$ cat config.mk
export PLATFORM = sky130hd
export DESIGN_NAME = regfile_arbiter
export DESIGN_NICKNAME = d
export VERILOG_FILES = /design/src/rtl/regfile_arbiter.sv
export SDC_FILE = /design/constraint.sdc
export NUM_CORES = 1
export LEC_CHECK = 0
export BUFFER_PORTS_ARGS = -buffer_cell sky130_fd_sc_hd__buf_2
export CELL_PAD_IN_SITES_DETAIL_PLACEMENT = 1
export CELL_PAD_IN_SITES_GLOBAL_PLACEMENT = 2
export CORE_MARGIN = 1.5
export CORE_UTILIZATION = 25
export DETAILED_ROUTE_END_ITERATION = 8
export PLACE_DENSITY_LB_ADDON = 0.1
export REMOVE_ABC_BUFFERS = 1
export SYNTH_ARGS = -nofsm -noshare
export SYNTH_HDL_FRONTEND = slang
export SYNTH_SLANG_ARGS = --single-unit
$ cat constraint.sdc
create_clock -name clk -period 4.1 [get_ports clk]
set_input_delay 0.205 -clock clk [delete_from_list [all_inputs] [get_ports clk]]
set_output_delay 0.205 -clock clk [all_outputs]
set_load 0.01 [all_outputs]
$ cat src/rtl/regfile_arbiter.sv
// Round-robin arbiter sharing a single-port register file between NUM_REQ requesters.
// Each access is a registered one-cycle write or read strobe; reads return data one cycle later.
module regfile_arbiter #(
    parameter int unsigned NUM_REQ = 2,
    parameter int unsigned AW      = 8,
    parameter int unsigned DW      = 8
) (
    input  logic                  clk,
    input  logic                  reset_n,
    input  logic [NUM_REQ-1:0]    req,
    input  logic [NUM_REQ-1:0]    req_we,
    input  logic [NUM_REQ*AW-1:0] req_addr,
    input  logic [NUM_REQ*DW-1:0] req_wdata,
    output logic [NUM_REQ-1:0]    gnt,
    output logic [NUM_REQ-1:0]    rvalid,
    output logic [DW-1:0]         rdata,
    output logic                  busy,
    output logic                  write,
    output logic [AW-1:0]         write_addr,
    output logic [DW-1:0]         write_data,
    output logic                  read,
    output logic [AW-1:0]         read_addr,
    input  logic [DW-1:0]         read_data
);

    localparam int unsigned IW = (NUM_REQ > 1) ? $clog2(NUM_REQ) : 1;

    typedef enum logic [1:0] {
        StIdle  = 2'd0,
        StGrant = 2'd1,
        StRdata = 2'd2
    } state_e;

    state_e              state_q;
    logic [IW-1:0]       last_q;
    logic [IW-1:0]       win_idx_q;
    logic                win_we_q;
    logic [IW-1:0]       winner;
    logic [IW-1:0]       cand;
    logic [NUM_REQ-1:0]  win_onehot;
    logic [NUM_REQ-1:0]  held_onehot;
    logic [AW-1:0]       addr_arr  [NUM_REQ];
    logic [DW-1:0]       wdata_arr [NUM_REQ];

    for (genvar i = 0; i < NUM_REQ; i++) begin : g_unpack
        assign addr_arr[i]  = req_addr[i*AW +: AW];
        assign wdata_arr[i] = req_wdata[i*DW +: DW];
    end

    // Scan from the farthest offset down so the nearest pending requester after last_q wins.
    always_comb begin
        winner = '0;
        cand   = '0;
        for (int unsigned off = NUM_REQ; off >= 1; off--) begin
            cand = IW'((32'(last_q) + off) % NUM_REQ);
            if (req[cand]) winner = cand;
        end
    end

    always_comb begin
        win_onehot  = '0;
        held_onehot = '0;
        for (int unsigned i = 0; i < NUM_REQ; i++) begin
            win_onehot[i]  = (winner == IW'(i));
            held_onehot[i] = (win_idx_q == IW'(i));
        end
    end

    always_ff @(posedge clk or negedge reset_n) begin
        if (!reset_n) begin
            state_q    <= StIdle;
            last_q     <= IW'(NUM_REQ - 1);
            win_idx_q  <= '0;
            win_we_q   <= 1'b0;
            gnt        <= '0;
            rvalid     <= '0;
            rdata      <= '0;
            busy       <= 1'b0;
            write      <= 1'b0;
            write_addr <= '0;
            write_data <= '0;
            read       <= 1'b0;
            read_addr  <= '0;
        end else begin
            gnt    <= '0;
            rvalid <= '0;
            write  <= 1'b0;
            read   <= 1'b0;
            case (state_q)
                StIdle: begin
                    if (|req) begin
                        last_q    <= winner;
                        win_idx_q <= winner;
                        win_we_q  <= req_we[winner];
                        gnt       <= win_onehot;
                        busy      <= 1'b1;
                        state_q   <= StGrant;
                        if (req_we[winner]) begin
                            write      <= 1'b1;
                            write_addr <= addr_arr[winner];
                            write_data <= wdata_arr[winner];
                        end else begin
                            read      <= 1'b1;
                            read_addr <= addr_arr[winner];
                        end
                    end
                end
                StGrant: begin
                    if (win_we_q) begin
                        busy    <= 1'b0;
                        state_q <= StIdle;
                    end else begin
                        // Regfile data is valid by the end of the read strobe cycle.
                        rdata   <= read_data;
                        rvalid  <= held_onehot;
                        state_q <= StRdata;
                    end
                end
                StRdata: begin
                    busy    <= 1'b0;
                    state_q <= StIdle;
                end
                default: begin
                    busy    <= 1'b0;
                    state_q <= StIdle;
                end
            endcase
        end
    end

endmodule

# After elaboration in Yosys (flattened, before gate mapping)

Cells that the tools add are included.

Add/subtract/negate cells: 2
Magnitude comparators: 4
Equal/unequal tests: 3
Mux-type cells: 30
Bitwise operators: 5
Reductions and logical operators: 7

Operators by type and width:

| cell                                                       | number |
|---|---|
| 2-to-1 mux 8 bit                                           | 6 |
| 2-to-1 mux 1 bit                                           | 16 |
| 2-to-1 mux 2 bit                                           | 6 |
| less-than comparator 1 x 2 -> 1 bit, second input constant | 3 |
| AND reduction 2 bit                                        | 3 |
| AND reduction 3 bit                                        | 2 |
| inequality test 2 bit, second input constant               | 2 |
| inverter 1 bit                                             | 4 |
| case mux 2 bit (2 select lines)                            | 1 |
| adder 1 bit, second input constant                         | 2 |
| equality test 2 x 1 -> 1 bit, second input constant        | 1 |
| >= comparator 2 bit, second input constant                 | 1 |
| zero test 2 bit                                            | 1 |
| inverter 1 -> 2 bit                                        | 1 |
| case mux 1 bit (2 select lines)                            | 1 |
| OR reduction 2 bit                                         | 1 |

Register bits: 44
Bits of input ports: 46

# Depth between registers and ports, before layout

Word-level depth: 10
Depth in mapped cells: 6
Gate-level depth less buffers: 5

# Least setup slack after synthesis

Ideal clock, no wire load.

Path kind: register -> register
From: reg state_q[1]
To: reg rdata[0]
Arrival: 1.291 ns
Required time: 3.975 ns
Slack: 2.684 ns
Cell stages (with the launch flop): 4
Buffers on the path: 1
Clock period less this slack: 1.416 ns
Cell sequence: dfrtp_1 nor3b_1 buf_2 mux2_2

Cells in the longest elaborated chain, start to end: 2

Ends and longest elaborated chain:

| what                          | RTL line | RTL |
|---|---|---|
| start: declaration            | 34       | `state_e state_q;` |
| start signal: assignment      | 71       | `state_q <= StIdle;` |
| start signal: assignment      | 97       | `state_q <= StGrant;` |
| start signal: assignment      | 111      | `state_q <= StIdle;` |
| equality test 2 x 1 -> 1 bit  | 89       | `case (state_q)` |
| AND reduction 2 bit (no line) | --       |  |
| end signal: assignment        | 114      | `rdata <= read_data;` |
| end: declaration              | 16       | `output logic [DW-1:0] rdata,` |

No other way between the ends.
A chain may end at the register's enable or synchronous reset.

# Final worst setup path

From: reg state_q[1]
To: reg write_data[6]

Cells in the longest elaborated chain, start to end: 2

Ends and longest elaborated chain:

| what                          | RTL line | RTL |
|---|---|---|
| zero test 2 bit               | 89       |  |
| AND reduction 3 bit (no line) | --       |  |
| end signal: assignment        | 101      | `write_data <= wdata_arr[winner];` |
| end: declaration              | 20       | `output logic [DW-1:0] write_data,` |

No other way between the ends.

==> flow_results.org <==
** Outcome
- Status :: finished, final reports clean

** Synth
- Summing the sequential cell areas from Yosys gives 57.2% of the chip area.
- Ys Warns :: 0
- Simple-Gate Fraction of Synth Area :: 16.8%
- Of the total synthesized cell area, the portion taken by XOR and XNOR cells is 0%.
- Per-instance average area after synthesis :: 11.4 um^2
- Post-synth design cell area :: 1930 um^2
- Summing the areas of all compound-gate instances in the mapped netlist gives 13.4% of the synthesized area.
- Synth cell types :: 27
- Post-synthesis cell count :: 169
- Synth Register Bits :: 44
- After synthesis, the largest family of logic cells by area is simple AND/OR/NAND/NOR gates.
- After synthesis, the share of cell area in mux cells is 10.3%.
- The synthesized netlist devotes 0% of its cell area to adder and majority cells.

** Setup path
- STA classifies the critical path endpoint as a flop.
- CP arrival :: 2.18 ns
- The critical path goes through nor2_4 > o21ai_4 > clkinv_1 > o22ai_1 > nor3_2.
- Worst path top cell family by delay :: buffers and inverters
- The largest single stage delay on the critical path is 0.72 ns.
- The worst setup path is of the reg -> reg kind.
- In this run the worst path has a maximum fanout of 27.
- Among all stages on the critical path, the largest delay is contributed by clkinv_1.
- Data required, critical path :: 4.27 ns
- Number of buffer and inverter stages on the critical path :: 1
- STA classifies the critical path startpoint as a flop.

** Detailed routing
- For this run, design rule violations remaining after detail routing come to 0.
- Total detailed-routing wirelength :: 5390 um
- After the first detailed-routing iteration, the DRC count stood at 31.
- Per-cell routed wire length :: 15.2 um
- After detailed routing, the number of vias per cell comes to 4.61.
- The count of nets left with antenna violations once routing finished came out at 0.
- Vias :: 1632
- First drt pass iteration count :: 4

** CTS
- Clock tree synthesis inserted a total of 5 buffers.
- Post-cts hold buffer count :: 0
- Clock transition at path regs :: 0.08 ns
- CTS Root Cell :: clkbuf_8
- Insertion delay to the later sink of the worst-skew pair :: 0.29 ns
- In this run, post-CTS repair resized a total of 0 instances.
- The clock drives 44 sinks.
- Maximum clock insertion buffer count :: 2
- The H-tree was split into 2 levels.
- The number of setup buffers added after CTS is 0.
- Clock tree from TritonCTS :: built

** Global routing
- The initial antenna violation count is 0.
- Overall routing resource usage :: 13.6%
- Grt ovf :: 0
- Vias in the first global route :: 1743
- The first global-routing pass estimated 8850 um of wire.
- Maximum number of pins on one net before global-route repair :: 45

** Placed design
- Final RePlAce weighted congestion :: 0.657
- Setup WS pre-CTS :: 2.08 ns
- Port-buffer cells :: 84
- Detailed placer's ending HPWL :: 3650 um

** Timing
- Worst relative slew slack :: 31.6%
- Unrepaired setup endpoints after global routing :: false
- Max Clock Skew :: 0.00291 ns
- At the pin with the least slew margin, the transition time is 1.03 ns.
- For the final routed database, the setup TNS stands at 0 ns.
- Endpoints failing setup :: 0
- The final critical path takes up 48.9% of the cycle.
- Fmax :: 499 MHz
- Final Max Slew Viols :: 0
- Post-route worst setup slack :: 2.10 ns
- Subtracting the final worst setup slack from the clock period gives 2.00 ns.
- Final-report hold violation count :: 0

** Layout
- Registers take 1100 um^2.
- The multi-input combinational cells in the finished layout cover a total of 781 um^2.
- Cells with a size suffix above 1 make up 47.1% of the layout.
- The repair_antennas step left the layout with diodes totalling 0.
- After the last flow step, the layout net total stands at 300.
- FILL cells :: 879
- Area growth, synth to finish :: 33.3%

** Floorplanning
- Die outline width :: 90.8 um
- In this run the standard cell core region covers 7370 um^2.
- Standard-cell row count :: 31
- Number of top-level pins :: 85
- Die Area :: 8240 um^2
- Initial cell density of the core :: 26.1%
- In this run the vertical extent of the chip is 90.8 um.

** Power and ir drop
- Across the VDD grid, the largest voltage drop is 0.243 mV.
- Total power for the finished layout comes to 1.97 mW.
- In this run the static leakage power is 1.23 nW.
- Power Density :: 768 nW/um^2

** Flow run
- Reported max-cap violation count :: 0

** Worst hold path
- Worst hold path class :: in -> async
final timing paths:
check / start / endpoint / slack (ns) / depth (start not counted)
max: state_q[1] / write_data[6] / 2.10 / 5
min: reset_n / rdata[1] / 0.09 / 1
max reg2reg: state_q[1] / write_data[6] / 2.10 / 5
min reg2reg: win_idx_q / rvalid[0] / 0.47 / 1
max in group asynchronous: reset_n / read / 3.39 / 1
min in group clk: read_data[2] / rdata[2] / 0.14 / 2
state kept, by name, summed over array words and instances (netlist names):
name and cells:
rdata 8, read_addr 8, write_addr 8, write_data 8, gnt 2, rvalid 2
state_q 2, busy 1, last_q 1, read 1, win_idx_q 1, win_we_q 1
write 1
kinds of logic (layout without fill, tap and decap cells):
group | after synthesis | in the layout
simple gates | 59 | 59
flops | 44 | 44
compound gates | 39 | 39
mux | 18 | 18
buf+inv | 9 | 95
synth_stat cells:
master	instances	area share, %
dfrtp_1	43	56
nor2_1	36	7.0
a21oi_1	17	4.4
o22ai_1	16	5.2
nor3_2	10	5.2
mux2_2	8	4.7
mux2i_1	8	4.2
nor3_1	6	1.6
buf_2	5	1.3
and2_1	2	0.65
nor2_4	2	1.2
a21boi_4	1	0.97
a21o_1	1	0.39
a31oi_1	1	0.32
buf_4	1	0.39
clkbuf_1	1	0.19
clkinv_1	1	0.19
dfstp_2	1	1.4
inv_1	1	0.19
mux2_4	1	0.78
mux2i_2	1	0.71
nand3_2	1	0.52
nor2b_1	1	0.32
nor3b_1	1	0.39
o2111ai_2	1	0.78
o21ai_4	1	0.84
o22a_1	1	0.45
routing by layer:
metal / GRT usage (%) / wire length, um / up-vias
met5: 0 / 0 / -
met4: 4.30 / 64 / 0
met3: 3.62 / 256 / 5
met2: 21.9 / 2640 / 49
met1: 17.8 / 2430 / 805
li1: - / - / 773
power breakdown:
group	internal, mW	leakage (nW)	switching (mW)
clock	0.215	0.0645	0.147
sequential	0.645	0.528	0.129
combinational	0.378	0.638	0.458
cell type report:
class	count	share of cell area [%]
Timing Repair Buffer	85	16.7
Tap cell	99	4.82
Clock buffer	7	3.75
Multi-Input combinational cell	116	30.4
Inverter	2	0.292
Clock inverter	1	1.17
Sequential cell	44	42.9
layout by cell type, fill, tap and decap left out:
cell       count
bufinv_16      1
dfstp_2        1
a21o_1         1
a21boi_4       1
a21oi_1       17
nor3_1         6
nand3_2        1
mux2_2         8
clkbuf_8       7
inv_1          1
mux2i_2        1
nor3b_1        1
nor3_2        10
nor2_1        36
a31oi_1        1
buf_2         84
o22a_1         1
nor2b_1        1
o22ai_1       16
nor2_4         2
clkinv_1       1
o21ai_4        1
o2111ai_2      1
mux2i_1        8
dfrtp_1       43
mux2_4         1
buf_4          1
and2_1         2
stage by stage:
step | instance area (um^2) | util (%) | hold slack (ns) | cells
finish | 2570 | 34.9 | 0.0893 | 354
global route | 2570 | 34.9 | 0.125 | 354
CTS | 2570 | 34.9 | 0.123 | 354
detailed placement | 2440 | 33.1 | 0.443 | 346
global placement | 2440 | 33.1 | 0.437 | 346
floorplan | 1890 | - | -0.0906 | 162
Note: power is estimated with default switching activity, not from simulation.
